## config.mk

```make
export PLATFORM = sky130hd
export DESIGN_NAME = flash_boot_loader
export DESIGN_NICKNAME = d
export VERILOG_FILES = /design/src/rtl/boot_pkg.sv /design/src/rtl/boot_wdog.sv /design/src/rtl/flash_boot_loader.sv
export SDC_FILE = /design/constraint.sdc
export NUM_CORES = 1
export LEC_CHECK = 0
export BUFFER_PORTS_ARGS = -buffer_cell sky130_fd_sc_hd__buf_2
export CORE_ASPECT_RATIO = 0.7
export CORE_MARGIN = 2
export CORE_UTILIZATION = 45
export DETAILED_ROUTE_END_ITERATION = 6
export GPL_TIMING_DRIVEN = 1
export PLACE_DENSITY_LB_ADDON = 0.2
export SETUP_SLACK_MARGIN = 0.02
export SYNTH_ARGS = -nofsm -noshare
export SYNTH_HDL_FRONTEND = slang
export SYNTH_SLANG_ARGS = --single-unit
```

## constraint.sdc

```tcl
create_clock -name wb_clk_i -period 1.54 [get_ports wb_clk_i]
set_input_delay 0.154 -clock wb_clk_i [delete_from_list [all_inputs] [get_ports wb_clk_i]]
set_output_delay 0.154 -clock wb_clk_i [all_outputs]
set_load 0.005 [all_outputs]
```

## src/rtl/boot_pkg.sv

```systemverilog
// Shared definitions for the flash boot loader: state encoding, default
// address map and watchdog counter width.
package boot_pkg;

  localparam logic [2:0] ST_IDLE  = 3'd0;
  localparam logic [2:0] ST_RD    = 3'd1;
  localparam logic [2:0] ST_GAP_R = 3'd2;
  localparam logic [2:0] ST_WR    = 3'd3;
  localparam logic [2:0] ST_GAP_W = 3'd4;
  localparam logic [2:0] ST_DONE  = 3'd5;
  localparam logic [2:0] ST_ERR   = 3'd6;

  localparam logic [31:0] DEF_SRC_BASE = 32'h3000_0000;
  localparam logic [31:0] DEF_DST_BASE = 32'h0000_0000;

  localparam int TO_W = 8;

endpackage

```

## src/rtl/boot_wdog.sv

```systemverilog
// Per-transfer watchdog: counts cycles while enabled and flags expiry when
// the count is about to reach the limit.
module boot_wdog
  import boot_pkg::*;
(
  input  logic            wb_clk_i,
  input  logic            wb_rst_n_i,
  input  logic            clear,
  input  logic            enable,
  input  logic [TO_W-1:0] limit,
  output logic            expired
);

  logic [TO_W-1:0] count_q;

  always_ff @(posedge wb_clk_i or negedge wb_rst_n_i) begin
    if (!wb_rst_n_i) begin
      count_q <= '0;
    end else if (clear) begin
      count_q <= '0;
    end else if (enable) begin
      count_q <= count_q + 1'b1;
    end
  end

  // Expire on the cycle whose edge would bring the count up to the limit.
  assign expired = enable && (({1'b0, count_q} + 9'd1) == {1'b0, limit});

endmodule

```

## src/rtl/flash_boot_loader.sv

```systemverilog
// Wishbone master copying WORDS words from FLASH to SDRAM after reset while
// holding the CPU in reset. Optional running checksum: define BOOT_CSUM_EN.
module flash_boot_loader
  import boot_pkg::*;
#(
  parameter logic [31:0]     SRC_BASE   = DEF_SRC_BASE,
  parameter logic [31:0]     DST_BASE   = DEF_DST_BASE,
  parameter logic [15:0]     WORDS      = 16'd1024,
  parameter logic [TO_W-1:0] TIMEOUT    = 8'd64,
  parameter bit              AUTO_START = 1'b1
) (
  input  logic        wb_clk_i,
  input  logic        wb_rst_n_i,
  input  logic        start_i,
  output logic [31:0] m_adr_o,
  output logic [31:0] m_dat_o,
  input  logic [31:0] m_dat_i,
  output logic [3:0]  m_sel_o,
  output logic        m_we_o,
  output logic        m_stb_o,
  output logic        m_cyc_o,
  input  logic        m_ack_i,
  input  logic        m_err_i,
  output logic        busy_o,
  output logic        done_o,
  output logic        err_o,
  output logic        cpu_rst_o,
  output logic [15:0] words_done_o,
  output logic [31:0] csum_o
);

  logic [2:0]  state_q, state_d;
  logic [15:0] idx_q;
  logic [31:0] data_q;
  logic [15:0] words_done_q;
  logic        restart, last_word, rd_ack, wr_ack;
  logic        wdog_clear, wdog_en, wdog_expired;

  assign restart   = ((state_q == ST_IDLE) && (AUTO_START || start_i)) ||
                     (((state_q == ST_DONE) || (state_q == ST_ERR)) && start_i);
  assign last_word = (idx_q == (WORDS - 16'd1));
  assign rd_ack    = (state_q == ST_RD) && m_ack_i && !m_err_i;
  assign wr_ack    = (state_q == ST_WR) && m_ack_i && !m_err_i;

  assign wdog_en    = (state_q == ST_RD) || (state_q == ST_WR);
  assign wdog_clear = (state_d != state_q);

  boot_wdog u_wdog (
    .wb_clk_i   (wb_clk_i),
    .wb_rst_n_i (wb_rst_n_i),
    .clear      (wdog_clear),
    .enable     (wdog_en),
    .limit      (TIMEOUT),
    .expired    (wdog_expired)
  );

  always_ff @(posedge wb_clk_i or negedge wb_rst_n_i) begin
    if (!wb_rst_n_i) begin
      state_q <= ST_IDLE;
    end else begin
      state_q <= state_d;
    end
  end

  // Error beats ack, ack beats the watchdog.
  always_comb begin
    state_d = state_q;
    case (state_q)
      ST_IDLE, ST_DONE, ST_ERR: begin
        if (restart) state_d = (WORDS == 16'd0) ? ST_DONE : ST_RD;
      end
      ST_RD: begin
        if (m_err_i)           state_d = ST_ERR;
        else if (m_ack_i)      state_d = ST_GAP_R;
        else if (wdog_expired) state_d = ST_ERR;
      end
      ST_GAP_R: state_d = ST_WR;
      ST_WR: begin
        if (m_err_i)           state_d = ST_ERR;
        else if (m_ack_i)      state_d = ST_GAP_W;
        else if (wdog_expired) state_d = ST_ERR;
      end
      ST_GAP_W: state_d = last_word ? ST_DONE : ST_RD;
      default:  state_d = ST_IDLE;
    endcase
  end

  always_ff @(posedge wb_clk_i or negedge wb_rst_n_i) begin
    if (!wb_rst_n_i) begin
      idx_q        <= '0;
      data_q       <= '0;
      words_done_q <= '0;
    end else if (restart) begin
      idx_q        <= '0;
      words_done_q <= '0;
    end else begin
      if (rd_ack) data_q <= m_dat_i;
      if (wr_ack) words_done_q <= words_done_q + 16'd1;
      if ((state_q == ST_GAP_W) && !last_word) idx_q <= idx_q + 16'd1;
    end
  end

`ifdef BOOT_CSUM_EN
  logic [31:0] csum_q;

  always_ff @(posedge wb_clk_i or negedge wb_rst_n_i) begin
    if (!wb_rst_n_i) begin
      csum_q <= '0;
    end else if (restart) begin
      csum_q <= '0;
    end else if (rd_ack) begin
      csum_q <= csum_q + m_dat_i;
    end
  end

  assign csum_o = csum_q;
`else
  assign csum_o = '0;
`endif

  assign words_done_o = words_done_q;

  always_comb begin
    m_adr_o   = '0;
    m_dat_o   = '0;
    m_sel_o   = '0;
    m_we_o    = 1'b0;
    m_cyc_o   = 1'b0;
    m_stb_o   = 1'b0;
    busy_o    = 1'b0;
    done_o    = 1'b0;
    err_o     = 1'b0;
    cpu_rst_o = 1'b1;
    case (state_q)
      ST_RD: begin
        m_cyc_o = 1'b1;
        m_stb_o = 1'b1;
        m_sel_o = 4'hF;
        m_adr_o = SRC_BASE + {14'd0, idx_q, 2'b00};
        busy_o  = 1'b1;
      end
      ST_WR: begin
        m_cyc_o = 1'b1;
        m_stb_o = 1'b1;
        m_we_o  = 1'b1;
        m_sel_o = 4'hF;
        m_adr_o = DST_BASE + {14'd0, idx_q, 2'b00};
        m_dat_o = data_q;
        busy_o  = 1'b1;
      end
      ST_GAP_R, ST_GAP_W: busy_o = 1'b1;
      ST_DONE: begin
        done_o    = 1'b1;
        cpu_rst_o = 1'b0;
      end
      ST_ERR:  err_o = 1'b1;
      default: ;
    endcase
  end

endmodule
```

## Yosys cells after proc, flatten, opt, wreduce, memory -nomap -nowiden

Index checks and enable logic that the tools add are counted.

| word-level totals | value |
|---|---|
| bits in registers | 75 |

| cells by class | value |
|---|---|
| equal/unequal tests | 9 |
| add/sub/neg operators | 5 |
| bitwise gates (word level) | 1 |
| mux-type cells | 23 |
| reduce and logical (&&, ||, !) cells | 20 |

Operator list:

| kind | number |
|---|---|
| 2-to-1 mux 16 bit | 4 |
| one-hot mux 32 bit (2 select lines) | 1 |
| adder 16 x 1 -> 16 bit (second input constant) | 2 |
| 2-to-1 mux 32 bit | 1 |
| adder 30 x 18 -> 31 bit (first input constant) | 1 |
| 2-to-1 mux 3 bit | 7 |
| equality test 16 x 10 -> 1 bit (second input constant) | 1 |
| 2-to-1 mux 8 bit | 2 |
| one-hot mux 3 bit (5 select lines) | 1 |
| adder 8 x 1 -> 9 bit (second input constant) | 1 |
| equality test 3 bit (second input constant) | 3 |
| equality test 9 x 7 -> 1 bit (second input constant) | 1 |
| adder 8 x 1 -> 8 bit (second input constant) | 1 |
| logical AND 1 bit | 7 |
| equality test 3 x 2 -> 1 bit (second input constant) | 2 |
| 2-to-1 mux 1 bit | 6 |
| nonzero test 2 bit | 3 |
| 2-to-1 mux 4 bit | 1 |
| OR reduction 4 bit | 1 |
| equality test 3 x 1 -> 1 bit (second input constant) | 1 |
| logical NOT 3 bit | 1 |
| logical OR 1 bit | 3 |
| != test 3 bit | 1 |
| OR reduction 3 bit | 1 |
| other kinds (4) | 5 |

## Longest topological paths before layout

| depth | value |
|---|---|
| depth after elaboration | 9 |
| mapped depth | 7 |
| gate-level depth less buffers | 6 |

## Cells and area by module

From an unflattened synthesis, not the netlist that was laid out.

| second synthesis, totals | value |
|---|---|
| cells, all modules | 469 |
| area total of the unflattened synthesis | 4570.6 µm² |

Modules (own cells, without submodules):

| module | instances | area an instance (µm²) | cells each |
|---|---|---|---|
| flash_boot_loader | 1 | 3935.0 | 395 |
| boot_wdog | 1 | 635.6 | 74 |

## Worst setup path after synthesis

OpenSTA, ideal clock, no wires.

| timing path | value |
|---|---|
| path kind | reg2reg |
| from | reg idx_q[0] |
| to | reg idx_q[7] |
| library setup time | 0.121 ns |
| cell stages (with the launch flop) | 7 |
| path buffers | 0 |
| period minus slack after synthesis | 1.617 ns |
| slack | -0.077 ns |
| data arrival time | 1.496 ns |
| cells stage by stage | dfrtp_1 -> ha_1 -> nand2_1 -> or3_1 -> o2111ai_1 -> xor2_1 -> nor2_1 |

| on the way | value |
|---|---|
| longest elaborated chain between the ends | 4 |

RTL lines:

| item | line | source |
|---|---|---|
| start, declared | flash_boot_loader.sv:33 | `logic [15:0] idx_q;` |
| start signal, assigned | flash_boot_loader.sv:99 | `if ((state_q == ST_GAP_W) && !last_word) idx_q <= idx_q + 16'd1;` |
| branches (longest 4 deep; another with adder 16 x 1 -> 16 bit) | -- |  |

Several ways; the timed one is not identified. The select of a mux whose other input is x is not followed.
A chain may end at the register's enable or synchronous reset.

## Final worst setup path

| timing path | value |
|---|---|
| from | reg state_q[2] |
| to | reg idx_q[0] |

| on the way | value |
|---|---|
| longest elaborated chain between the ends | 5 |

RTL lines:

| item | line | source |
|---|---|---|
| start, declared | flash_boot_loader.sv:32 | `logic [2:0] state_q, state_d;` |
| start signal, assigned | flash_boot_loader.sv:61 | `state_q <= state_d;` |
| equality test 3 bit | flash_boot_loader.sv:40 | `(((state_q == ST_DONE) \|\| (state_q == ST_ERR)) && start_i);` |
| logical OR 1 bit | flash_boot_loader.sv:40 |  |
| logical AND 1 bit | flash_boot_loader.sv:40 |  |
| logical OR 1 bit | flash_boot_loader.sv:39 | `assign restart = ((state_q == ST_IDLE) && (AUTO_START \|\| start_i)) \|\|` |
| 2-to-1 mux 16 bit or nonzero test 2 bit (tied branches) | -- |  |

Parallel ways exist; a longest one is shown, timed or not.

==> results.md <==
- 4360 um^2 — post-synth design cell area
- 20.1% — global-route total usage across every layer
- yes — RSZ-0062 raised after global routing
- 437 — cells after synthesis
- 705 — number of instances in the placed design
- -0.15 ns — minimum setup slack among reg-to-reg paths
- 0 — DRC violations left
- flip-flop — kind of start point of the critical path
- 0.805 — placer congestion estimate
- 3.24 nW — leakage power total
- 75 — number of register bits inferred by synthesis
- sky130_fd_sc_hd__dfrtp_1 — Top FF cell, synth
- 3,335 — vias in the first global route
- sky130_fd_sc_hd__clkbuf_16 — buffer type at the clock tree root
- 2 — buffer levels on the longest clock path
- 1.76 ns — CP Data Required Time
- 0 — number of enable flip-flop cells after synthesis
- 113 — buffers added on ports
- 122 um — width of the chip
- 100% — fraction of registers with async set or reset after synthesis
- 9.99 um^2 — Avg Cell Area, Syn
- 86.4 um — chip height
- 0 — Post-DRT Antenna Nets
- 43.0% — Synth top area share
- 160 — number of placed I/O pins
- 0.44 ns — Largest stage delay, worst path
- 0.06 ns — clock slew at reported path FFs
- -6.68 ns — setup TNS
- 0 — total of warnings raised by yosys
- 30 — row cnt
- 590 MHz — Achievable Freq
- negative setup slack — violated checks
- 75 — clock tree sinks
- 665 — Final Net Count
- sky130_fd_sc_hd__dfrtp_1 — cell type with the largest total area after synthesis
- 5 — maximum fanout count along the critical path
- buf_6 > or3b_4 > buf_6 > a21oi_4 > buf_6 > xnor2_2 > nor2_1 — series of cell instances along the critical path
- 214 — initial DRC count
- 9 — Num CTS Buffers
- 47.8% — area added between synthesis and finish
- 67.4% — final core occ
- built — CTS tree
- flip-flop — Critical Path End Type
- 0 — final-report max-slew violation count
- 1420 nW/um^2 — power density over the cells
- 3 — H-Tree Depth
- 0.738 mV — VDD IR-drop max
- 7040 um — HPWL Detailed
- 1.92 ns — data arrival time of the worst path
- 0.0281 ns — smallest hold slack
- 0 — number of inserted diodes
- 43.0% — sequential share of the synthesized area
- 757 — post-route insts no fill
- 14.8 um — routed wire length per instance
- 0 — Final Hold Fails
- 0 — overall overflow remaining after global route
- 1.69 ns — fin crit period
- 0 — maxcap violations
- -0.154 ns — worst-case setup margin in the final layout
- in -> reg — kind of path behind the tightest hold check
- 0.33 ns — clock latency at the later pin of the worst-skew pair
- 9.14 mW — total design power
- 4.81 — vias per cell
- 9570 um^2 — placeable core area
- finished with violations — outcome
- sky130_fd_sc_hd__dfrtp_1 43%, sky130_fd_sc_hd__buf_4 9.3%, sky130_fd_sc_hd__and2_1 7.5%, sky130_fd_sc_hd__mux2_2 6.7%, sky130_fd_sc_hd__xor2_1 5.2% — ranking of synthesized cells by area
- 11,200 um — routed wire length
- sky130_fd_sc_hd__buf_6 — cell mode on critical path
- 16,500 um — wire length of the first global-routing pass
- 10,500 um^2 — overall die area
- 33 — maximum number of pins on one net before global-route repair
- 50.6% — fraction of layout cells with a size suffix above 1
- 6 — Initial DRT Pass Iterations
- 3,644 — total number of vias
- reg -> reg — CP Class
- 0.00626 ns — setup clock skew after layout
- 76 — final-report setup violation count
- 0 — number of antenna violations at the first check in global routing
- 110% — final clock period utilization by the worst path
- 45.6% — initial standard-cell utilization of the core
- sky130_fd_sc_hd__or3b_4 — cell with the largest stage delay on the worst path
- 53 — post-synthesis cell type count
worst max-delay path: cells and delay by family, from the launching register on:
family / cells / cell delay [ns]
flops: 1 / 0.39
compound gates: 1 / 0.19
buf+inv: 3 / 0.40
simple gates: 2 / 0.50
xor+xnor: 1 / 0.10
cells by family after synthesis:
kind of cell	Yosys count	synth area share, %
AO/OA/AOI/OAI	29	5.28
adder cells (fa/ha/maj)	4	1.15
flip-flops	75	43.0
XOR/XNOR	36	7.22
other	1	0.0859
multiplexers	36	9.17
buffers and inverters	77	11.6
AND/OR/NAND/NOR	179	22.5
cells in the mapped netlist, types with 5 or more instances:
cell and number:
sky130_fd_sc_hd__buf_4 54, sky130_fd_sc_hd__nand3_1 12, sky130_fd_sc_hd__inv_1 5, sky130_fd_sc_hd__nand4_1 14, sky130_fd_sc_hd__and2_1 52, sky130_fd_sc_hd__mux2_1 6
sky130_fd_sc_hd__xor2_1 26, sky130_fd_sc_hd__and3_1 6, sky130_fd_sc_hd__nor2_1 48, sky130_fd_sc_hd__xnor2_1 10, sky130_fd_sc_hd__o21ai_0 5, sky130_fd_sc_hd__clkbuf_1 6
sky130_fd_sc_hd__nand2_1 22, sky130_fd_sc_hd__mux2_2 26, sky130_fd_sc_hd__buf_2 10, sky130_fd_sc_hd__dfrtp_1 75, sky130_fd_sc_hd__nor3_1 5
sequential cells by signal, indices dropped and copies added (netlist names):
name and count:
data_q 32, idx_q 16, state_q 3, u_wdog.count_q 8, words_done_o 16
stage by stage:
| stage | instance area, um^2 | worst slack, ns |
|---|---|---|
| after floorplan | 4570 | -0.0278 |
| after global placement | 5250 | -0.0845 |
| after detailed placement | 5250 | -0.161 |
| after CTS | 5940 | -0.132 |
| after global routing | 6450 | -0.248 |
| final | 6450 | -0.154 |
per-layer routing:
layer	global-route usage [%]	wire, um	share of wire, %	vias up
met5	0	0	0	-
met4	4.91	138	1.2	0
met3	5.86	640	5.7	13
met2	30.3	5390	48	107
met1	28.8	5040	45	1774
li1	-	-	-	1750
final timing paths:
kind / from / end / depth (start not counted)
min in group asynchronous: wb_rst_n_i / u_wdog.count_q[2] / 2
worst max-delay path: state_q[2] / idx_q[0] / 7
worst min register to register: data_q[27] / data_q[27] / 1
max in group asynchronous: wb_rst_n_i / words_done_o[2] / 3
worst max register to register: state_q[2] / idx_q[0] / 7
worst min-delay path: m_dat_i[14] / data_q[14] / 2
power by group:
part           switching [mW]  total, mW  internal, mW
Combinational            1.91       4.28          2.37
Sequential              0.294       2.78          2.49
Clock                   0.793       2.08          1.29
Total                    3.00       9.14          6.15
area by class of cell:
cell class	count	area [um^2]
clock buffers	11	243
clock inverters	5	52.6
fillers	771	3120
inverters	7	40.0
multi-input cells	330	2480
flip-flops and latches	75	1880
well taps	128	160
repair buffers	201	1590
cell usage in the layout (no fill, tap or decap), types with 4 or more instances in the layout:
master / n
sky130_fd_sc_hd__o21ai_0: 4
sky130_fd_sc_hd__buf_4: 52
sky130_fd_sc_hd__nand2_1: 13
sky130_fd_sc_hd__inv_1: 4
sky130_fd_sc_hd__nand3_2: 5
sky130_fd_sc_hd__and2_1: 36
sky130_fd_sc_hd__xnor2_1: 7
sky130_fd_sc_hd__buf_2: 92
sky130_fd_sc_hd__nand4_1: 14
sky130_fd_sc_hd__mux2_2: 26
sky130_fd_sc_hd__conb_1: 46
sky130_fd_sc_hd__nand3_1: 7
sky130_fd_sc_hd__nor2_4: 5
sky130_fd_sc_hd__dfrtp_2: 5
sky130_fd_sc_hd__and2_4: 16
sky130_fd_sc_hd__mux2i_1: 4
sky130_fd_sc_hd__buf_8: 4
sky130_fd_sc_hd__dfrtp_1: 70
sky130_fd_sc_hd__buf_12: 4
sky130_fd_sc_hd__xor2_1: 26
sky130_fd_sc_hd__nand2_2: 7
sky130_fd_sc_hd__nor2_2: 4
sky130_fd_sc_hd__buf_6: 45
sky130_fd_sc_hd__clkinv_2: 4
sky130_fd_sc_hd__and3_1: 5
sky130_fd_sc_hd__mux2_1: 6
sky130_fd_sc_hd__nor2_1: 39
sky130_fd_sc_hd__clkbuf_16: 10
repair_timing:
action	CTS	global route
setup endpoints to repair	116	116
pin swaps	20	48
gates resized for setup	50	97
hold buffers	1	0
buffers inserted	10	25
gates cloned	5	2
endpoints found under the hold margin	23	0
Power figures use the tool's default switching activity.
